--- src/rtl/musa_flags_pkg.sv ---
// Condition-flag codes and branch-unit state shared between the ALU and the branch flag unit.
package musa_flags_pkg;

    localparam int unsigned FlagW = 3;

    typedef enum logic [FlagW-1:0] {
        FlagNone      = 3'b000,
        FlagEqual     = 3'b001,
        FlagException = 3'b010,
        FlagOverflow  = 3'b011,
        FlagUnderflow = 3'b100,
        FlagAbove     = 3'b101
    } flag_e;

    typedef enum logic [0:0] {
        StIdle,
        StFlush
    } bfu_state_e;

    localparam int unsigned FlushCntW = 3;

    // Codes above the last defined flag are never stored; they collapse to NONE.
    function automatic logic [FlagW-1:0] sanitize_flag(input logic [FlagW-1:0] code);
        logic [FlagW-1:0] above;
        above = FlagAbove;
        return (code > above) ? FlagW'(FlagNone) : code;
    endfunction

endpackage

--- src/rtl/flag_register.sv ---
// Architectural flag register: write enable, squash override, synchronous active-low reset.
module flag_register #(
    parameter int unsigned Width = 3
) (
    input  logic             clk_i,
    input  logic             rst_ni,
    input  logic             we_i,
    input  logic             squash_i,
    input  logic [Width-1:0] d_i,
    output logic [Width-1:0] q_o
);

    logic [Width-1:0] q_q;
    logic [Width-1:0] q_d;

    always_comb begin
        q_d = q_q;
        if (we_i && !squash_i) begin
            q_d = d_i;
        end
    end

    always_ff @(posedge clk_i) begin
        if (!rst_ni) begin
            q_q <= '0;
        end else begin
            q_q <= q_d;
        end
    end

    assign q_o = q_q;

endmodule

--- src/rtl/branch_flag_unit.sv ---
// Latches ALU flag codes and resolves BRFL branches into a PC-load pulse plus flush window.
// Define BRFL_FLAG_FORWARD_EN to forward a same-cycle flag write into the compare instead of stalling.
module branch_flag_unit
    import musa_flags_pkg::*;
#(
    parameter int unsigned ADDR_W       = 32,
    parameter int unsigned FLUSH_CYCLES = 2
) (
    input  logic              clock,
    input  logic              reset,
    input  logic              flag_valid_i,
    input  logic [FlagW-1:0]  flag_in_i,
    input  logic              brfl_valid_i,
    input  logic [FlagW-1:0]  brfl_cond_i,
    input  logic [ADDR_W-1:0] brfl_target_i,
    output logic              brfl_ready_o,
    output logic              branch_taken_o,
    output logic [ADDR_W-1:0] branch_target_o,
    output logic              flush_o,
    output logic [FlagW-1:0]  flag_q_o
);

    localparam logic [FlushCntW-1:0] FlushLoad = FlushCntW'(FLUSH_CYCLES - 1);

    bfu_state_e           state_q;
    logic [FlushCntW-1:0] count_q;
    logic                 branch_taken_q;
    logic [ADDR_W-1:0]    branch_target_q;
    logic                 flush_q;

    logic [FlagW-1:0] flag_q;
    logic [FlagW-1:0] flag_wdata;
    logic [FlagW-1:0] eff_flag;
    logic             ready_idle;
    logic             in_idle;
    logic             accept;
    logic             hit;

    assign in_idle    = (state_q == StIdle);
    assign flag_wdata = sanitize_flag(flag_in_i);

`ifdef BRFL_FLAG_FORWARD_EN
    // The flag writer is the older instruction, so its result is what the branch must see.
    assign ready_idle = 1'b1;
    assign eff_flag   = flag_valid_i ? flag_wdata : flag_q;
`else
    assign ready_idle = ~flag_valid_i;
    assign eff_flag   = flag_q;
`endif

    assign brfl_ready_o = in_idle & ready_idle;
    assign accept       = brfl_valid_i & brfl_ready_o;
    assign hit          = (eff_flag == brfl_cond_i);

    flag_register #(
        .Width (FlagW)
    ) u_flag_register (
        .clk_i    (clock),
        .rst_ni   (reset),
        .we_i     (flag_valid_i),
        .squash_i (~in_idle),
        .d_i      (flag_wdata),
        .q_o      (flag_q)
    );

    always_ff @(posedge clock) begin
        if (!reset) begin
            state_q         <= StIdle;
            count_q         <= '0;
            branch_taken_q  <= 1'b0;
            branch_target_q <= '0;
            flush_q         <= 1'b0;
        end else begin
            unique case (state_q)
                StIdle: begin
                    if (accept && hit) begin
                        state_q         <= StFlush;
                        count_q         <= FlushLoad;
                        branch_taken_q  <= 1'b1;
                        branch_target_q <= brfl_target_i;
                        flush_q         <= 1'b1;
                    end else begin
                        branch_taken_q  <= 1'b0;
                    end
                end
                StFlush: begin
                    branch_taken_q <= 1'b0;
                    if (count_q == '0) begin
                        flush_q <= 1'b0;
                        state_q <= StIdle;
                    end else begin
                        count_q <= count_q - 1'b1;
                    end
                end
                default: begin
                    state_q <= StIdle;
                end
            endcase
        end
    end

    assign branch_taken_o  = branch_taken_q;
    assign branch_target_o = branch_target_q;
    assign flush_o         = flush_q;
    assign flag_q_o        = flag_q;

endmodule

--- config.mk ---
export PLATFORM = sky130hd
export DESIGN_NAME = branch_flag_unit
export DESIGN_NICKNAME = d
export VERILOG_FILES = /design/src/rtl/musa_flags_pkg.sv /design/src/rtl/flag_register.sv /design/src/rtl/branch_flag_unit.sv
export SDC_FILE = /design/constraint.sdc
export NUM_CORES = 1
export LEC_CHECK = 0
export BUFFER_PORTS_ARGS = -buffer_cell sky130_fd_sc_hd__buf_2
export CELL_PAD_IN_SITES_DETAIL_PLACEMENT = 1
export CELL_PAD_IN_SITES_GLOBAL_PLACEMENT = 2
export CORE_AREA = 10 10 91 93
export DETAILED_ROUTE_END_ITERATION = 16
export DIE_AREA = 0 0 101 103
export PLACE_DENSITY = 0.79
export SLEW_MARGIN = 30
export SYNTH_ARGS = -nofsm -noshare
export SYNTH_HDL_FRONTEND = slang
export SYNTH_SLANG_ARGS = --single-unit
--- constraint.sdc ---
create_clock -name clock -period 1.95 [get_ports clock]
set_input_delay 0.0975 -clock clock [delete_from_list [all_inputs] [get_ports clock]]
set_output_delay 0.0975 -clock clock [all_outputs]
set_load 0.02 [all_outputs]
==> impl_metrics.csv, run 1 <==
group,metric,value,unit
status,outcome,"completed",
timing,fmax,0.657,GHz
die,coreArea,0.00657,mm^2
worst_setup_path,crit_chain,"nor3b_2 > nand4_1 > buf_12 > nor2b_1 > o32ai_1",
worst_setup_path,crit_fanout,26,
grt,gr-total-overflow,0,
placement,dp_cells,308,
cts,cts_tree,"yes",
cts,cts_resized,0,
cts,root_buffer,"clkbuf_8",
worst_setup_path,end_kind,"flip-flop",
placement,port_buffers,79,
cts,numCtsBuffers,5,
power,power.total,0.00158,W
worst_setup_path,r2r_end,"count_q[1]$_SDFFE_PN0P_",
cts,htree_num_levels,2,
worst_setup_path,r2r_slack,0.43,ns
logic_synthesis,avgSynthCellArea,10.6,um^2
cts,cts.clk_slew.worst_paths,0.08,ns
cts,cts-hold-fix-buffers,0,
hold_path,hold_path_end,"branch_target_o[18]$_SDFFE_PN0P_",
grt,grt_usage,8.55,%
placement,placed_area,0.00213,mm^2
timing,setup_tns,0,ns
worst_setup_path,arrival,1.72,ns
drt,dr.first_iter.drc_count,23,
timing,rsz0062_at_grt,"false",
worst_setup_path,timing.critical_path.buf_inv,1,
worst_setup_path,critPathKind,"reg -> reg",
final_layout,seq_area,821,um^2
final_layout,area_growth,34.6,%
cts,clock-sinks,41,
worst_setup_path,slowest_stage,"dfxtp_1",
final_layout,multiInputGateArea,762,um^2
power,p_leak,1.21,nW
final_layout,nNetsFinal,279,
logic_synthesis,postSynthCellCount,155,
logic_synthesis,synth_area,0.00165,mm^2
worst_setup_path,r2r_start,"state_q$_SDFF_PN0_",
timing,hold_violations,0,
hold_path,hold_path_class,"in -> reg",
logic_synthesis,synth_top_area_share,49.9,%
placement,dp_hpwl,3.43,mm
logic_synthesis,synth_cell_types,25,
worst_setup_path,cp-start-kind,"flip-flop",
timing,slew_headroom,78.6,%
drt,wl_per_cell,13.9,um
cts,clkLatencyLatePin,0.28,ns
final_layout,drive_gt1_share,37.9,%
worst_setup_path,r2r_cells,5,
power,powerDensity,711,mW/mm^2
timing,setup_violations,0,
power,p_int,0.00121,W
final_layout,n_antenna_cell,0,
power,pwr-share-comb,9.9,%
die,fp-row-count,30,
drt,dr.pass1.iters,4,
worst_setup_path,cp_top_family,"simple AND/OR/NAND/NOR gates",
die,die_x,101,um
worst_setup_path,critPathMaxStageDelay,0.41,ns
timing,fin_skew,0.00415,ns
power,sequentialPowerShare,54.6,%
grt,antenna_found_initial,0,
worst_setup_path,cp.required,2.15,ns
worst_setup_path,critPathLaunch,"state_q$_SDFF_PN0_",
die,die_y,103,um
drt,via_per_inst,4.16,
run,max_cap_violations,0,
drt,ant_nets,0,
drt,routed_wl,4.39,mm
timing,period_share,78.1,%
die,dieArea,0.0104,mm^2
placement,routabilityCongestion,0.695,
hold_path,min_path_cells,3,
timing,slew_violations,0,
final_layout,nFillCells,791,
final_layout,layoutNonFillerInstCount,315,
power,swShare,23.0,%
logic_synthesis,ys_ff_latch,41,
grt,grt_max_degree,27,
grt,grt_pass1_vias,1436,
cts,cts_setup_buffers,0,
logic_synthesis,yosysSeqAreaShare,49.9,%
die,pin_count,80,
logic_synthesis,synth_area_leaders,"dfxtp_1 (50%), mux2i_1 (19%), nor2b_1 (13%), nand2_1 (2.3%), xnor2_1 (1.6%)",
cts,clockBufferDepth,2,
logic_synthesis,syn_nets,199,
logic_synthesis,ys_warn_count,0,
timing,tightest_slew,0.321,ns
drt,drt_drc_violations_left,0,
timing,period_minus_slack,1.52,ns
drt,vias,1310,
logic_synthesis,yosys.area.top_type,"dfxtp_1",
power,switching_power,0.000363,W
power,ir_worst_vdd,0.000226,V
die,start_util,25.0,%
hold_path,min_from,"brfl_target_i[18]",
final_layout,fin_area,0.00221,mm^2
power,clkPwrFrac,35.4,%
grt,grt_pass1_wl,7.20,mm
-- layout make-up --
type | instances | area share (%)
Sequential cell | 41 | 37.1
Multi-Input combinational cell | 101 | 34.4
Timing Repair Buffer | 82 | 19.4
Tap cell | 80 | 4.52
Clock buffer | 7 | 3.90
Inverter | 4 | 0.678
-- cell usage after synthesis --
cell      count
inv_1         4
nand2b_1      1
dfxtp_1      41
o21ai_0       1
xnor2_1       3
a21oi_1       1
o211a_1       1
nand2_1      10
clkbuf_1      4
ha_1          2
nor2b_1      34
buf_4         3
nor2_1        1
nand3b_1      2
and2_1        1
nand4_1       1
o32ai_1       1
a211o_1       1
buf_2         2
nor3b_2       1
a21boi_0      3
nor3b_1       1
a21boi_1      1
nand3_1       3
mux2i_1      32
-- routing by layer --
metal / wire length, um / GRT usage (%) / vias to the layer above
met2: 2100 / 14.0 / 45
met1: 1850 / 9.49 / 591
met4: 61 / 3.54 / 0
met5: 0 / 0 / -
met3: 373 / 3.75 / 4
li1: - / - / 670
-- placed cells by master, fill, tap and decap left out, drive strengths merged --
cell | synthesis | routed
buf | 5 | 82
dfxtp | 41 | 41
nor2b | 34 | 34
mux2i | 32 | 32
nand2 | 10 | 10
clkbuf | 4 | 7
inv | 4 | 4
a21boi | 4 | 4
xnor2 | 3 | 3
nand3 | 3 | 3
nand3b | 2 | 2
ha | 2 | 2
nor3b | 2 | 2
nor2 | 1 | 1
nand4 | 1 | 1
nand2b | 1 | 1
and2 | 1 | 1
a211o | 1 | 1
o21ai | 1 | 1
a21oi | 1 | 1
o32ai | 1 | 1
o211a | 1 | 1
-- state kept, by name, indices dropped and copies added (netlist names) --
name / cells
branch_target_o: 32
count_q: 3
u_flag_register.q_o: 3
branch_taken_o: 1
flush_o: 1
state_q: 1
-- power groups by stage --
stage | sequential (W) | clock [W] | combinational [W]
after floorplan | 0.000898 | 0 | 0.0000676
after global placement | 0.000880 | 0 | 0.000158
after detailed placement | 0.000881 | 0 | 0.000160
after CTS | 0.000861 | 0.000600 | 0.000160
after global routing | 0.000864 | 0.000623 | 0.000175
final | 0.000861 | 0.000559 | 0.000156
-- metrics by stage --
step / hold slack (ns) / util (%) / setup slack, ns
global placement: 0.349 / 32.4 / 0.498
global route: 0.0637 / 33.7 / 0.227
detailed placement: 0.359 / 32.4 / 0.433
finish: 0.0644 / 33.7 / 0.427
floorplan: 0.255 / - / 0.537
CTS: 0.0501 / 33.7 / 0.401
-- worst min-delay path: cells and delay by family --
family                 cells  cell delay (ns)
AND/OR/NAND/NOR            1             0.09
buffers and inverters      1             0.07
multiplexers               1             0.05
-- logic make-up after synthesis --
group,count (synthesis),synth area share [%]
multiplexers,32,19.5
XOR/XNOR,3,1.60
buffers and inverters,13,3.80
AO/OA/AOI/OAI,9,4.11
AND/OR/NAND/NOR,55,19.6
flip-flops,41,49.9
adder cells (fa/ha/maj),2,1.52
-- worst max-delay path by stage --
| stage | to | cells after the start | slack (ns) |
|---|---|---|---|
| 2_1_floorplan | count_q[0]$_SDFFE_PN0P_ | 6 | 0.54 |
| 3_3_place_gp | count_q[2]$_SDFFE_PN0P_ | 5 | 0.50 |
| 3_5_place_dp | count_q[1]$_SDFFE_PN0P_ | 5 | 0.43 |
| 4_1_cts | count_q[1]$_SDFFE_PN0P_ | 5 | 0.40 |
| 5_1_grt | count_q[1]$_SDFFE_PN0P_ | 5 | 0.23 |
| 6_report | count_q[1]$_SDFFE_PN0P_ | 5 | 0.43 |
Note: power is estimated with default switching activity, not from simulation.
==> inputs of run 2 (changes only) <==
==> constraint.sdc (replaced) <==
create_clock -name clock -period 1.55 [get_ports clock]
set_input_delay 0.0775 -clock clock [delete_from_list [all_inputs] [get_ports clock]]
set_output_delay 0.0775 -clock clock [all_outputs]
set_load 0.02 [all_outputs]
==> run 2 against run 1 <==
Compared with the run above: first-iteration DRC count shrank 52%; worst hold slack lost 0.024 ns; largest cell class unchanged; critical endpoint is now branch_target_o[20]$_SDFFE_PN0P_; global-route usage about the same.
==> impl_metrics.csv, run 2 (synthesis results as in run 1) <==
group,metric,value,unit
drt,wl_per_cell,14.0,um
placement,routabilityCongestion,0.687,
timing,rsz0062_at_grt,"false",
drt,ant_nets,0,
grt,grt_usage,8.52,%
timing,fin_skew,0.0102,ns
grt,gr-total-overflow,0,
worst_setup_path,cp-start-kind,"flip-flop",
power,ir_worst_vdd,0.000315,V
grt,grt_pass1_wl,7.03,mm
drt,routed_wl,4.44,mm
die,fp-row-count,30,
grt,antenna_found_initial,0,
status,outcome,"completed",
die,dieArea,0.0104,mm^2
drt,via_per_inst,4.21,
timing,slew_violations,0,
run,max_cap_violations,0,
final_layout,nNetsFinal,281,
cts,clock-sinks,41,
power,p_int,0.00153,W
power,switching_power,0.000463,W
final_layout,drive_gt1_share,38.8,%
cts,cts.clk_slew.worst_paths,0.08,ns
worst_setup_path,crit_fanout,16,
grt,grt_max_degree,37,
power,sequentialPowerShare,54.5,%
worst_setup_path,critPathKind,"reg -> reg",
worst_setup_path,end_kind,"flip-flop",
worst_setup_path,arrival,1.59,ns
cts,htree_num_levels,2,
power,power.total,0.00199,W
final_layout,n_antenna_cell,0,
timing,period_share,90.5,%
final_layout,largest_register_ffs,32,
worst_setup_path,cp.required,1.73,ns
drt,dr.pass1.iters,4,
power,p_leak,1.21,nW
placement,dp_hpwl,3.43,mm
drt,drt_drc_violations_left,0,
cts,cts-hold-fix-buffers,0,
timing,tightest_slew,0.546,ns
hold_path,hold_path_class,"in -> reg",
timing,slew_headroom,63.6,%
final_layout,area_growth,35.7,%
drt,dr.first_iter.drc_count,11,
cts,root_buffer,"clkbuf_8",
power,pwr-share-comb,10.0,%
die,coreArea,0.00657,mm^2
timing,period_minus_slack,1.40,ns
die,die_y,103,um
cts,cts_tree,"yes",
drt,vias,1333,
cts,clockBufferDepth,2,
timing,setup_violations,0,
power,clkPwrFrac,35.5,%
timing,hold_violations,0,
cts,numCtsBuffers,5,
cts,cts_resized,0,
timing,fmax,0.713,GHz
cts,cts_setup_buffers,0,
final_layout,final_common_cell,"buf_2",
power,powerDensity,890,mW/mm^2
cts,clkLatencyLatePin,0.29,ns
placement,port_buffers,79,
die,pin_count,80,
die,die_x,101,um
power,swShare,23.3,%
timing,setup_tns,0,ns
final_layout,layout_common_cells,"buf_2 (79), dfxtp_1 (41), nor2b_1 (34)",
grt,grt_pass1_vias,1536,
die,start_util,25.0,%
run 2: metal layers:
layer / global-route usage, % / part of all wire, % / vias up / wire, um
met2: 14.9 / 50 / 44 / 2210
met1: 8.20 / 39 / 615 / 1720
met3: 4.42 / 10 / 4 / 444
met5: 0 / 0 / - / 0
li1: - / - / 670 / -
met4: 3.86 / 1.5 / 0 / 68
run 2: area by class of cell:
class / count / area (um^2)
Clock buffer: 6 / 82.6
Sequential cell: 41 / 821
Clock inverter: 1 / 7.51
Timing Repair Buffer: 84 / 445
Inverter: 4 / 15.0
Tap cell: 80 / 100
Fill cell: 776 / 4340
Multi-Input combinational cell: 101 / 762
run 2: path summary, 6_finish.rpt:
check,to,depth (start not counted),slack (ns),start
max,branch_target_o[20]$_SDFFE_PN0P_,6,0.15,u_flag_register.q_o[0]$_SDFFE_PN0P_
min,branch_target_o[6]$_SDFFE_PN0P_,3,0.04,brfl_target_i[6]
max reg2reg,branch_target_o[20]$_SDFFE_PN0P_,6,0.15,u_flag_register.q_o[0]$_SDFFE_PN0P_
min reg2reg,flush_o$_SDFFE_PN0P_,2,0.46,flush_o$_SDFFE_PN0P_
run 2: power groups by stage:
stage          Clock, W  Sequential, W  Combinational [W]
6_report       0.000707        0.00108           0.000199
5_1_grt        0.000806        0.00109           0.000222
4_1_cts        0.000755        0.00108           0.000205
3_5_place_dp          0        0.00111           0.000204
3_3_place_gp          0        0.00111           0.000202
2_1_floorplan         0        0.00113          0.0000850
run 2: through the flow:
stage | setup WS [ns] | util [%] | hold WS, ns | instances | cell area [um^2]
floorplan | 0.137 | - | 0.230 | 155 | 1650
global placement | 0.177 | 32.6 | 0.329 | 310 | 2140
detailed placement | 0.136 | 32.6 | 0.341 | 310 | 2140
CTS | 0.129 | 34.0 | 0.0228 | 317 | 2230
global route | 0.0665 | 34.0 | 0.0193 | 317 | 2230
finish | 0.147 | 34.0 | 0.0402 | 317 | 2230
run 2: critical path: stages, from the launching register on:
cell	delay [ns]
dfxtp_1	0.33
xnor2_1	0.17
nand4_1	0.19
buf_12	0.21
buf_4	0.17
mux2i_1	0.16
nor2b_1	0.06
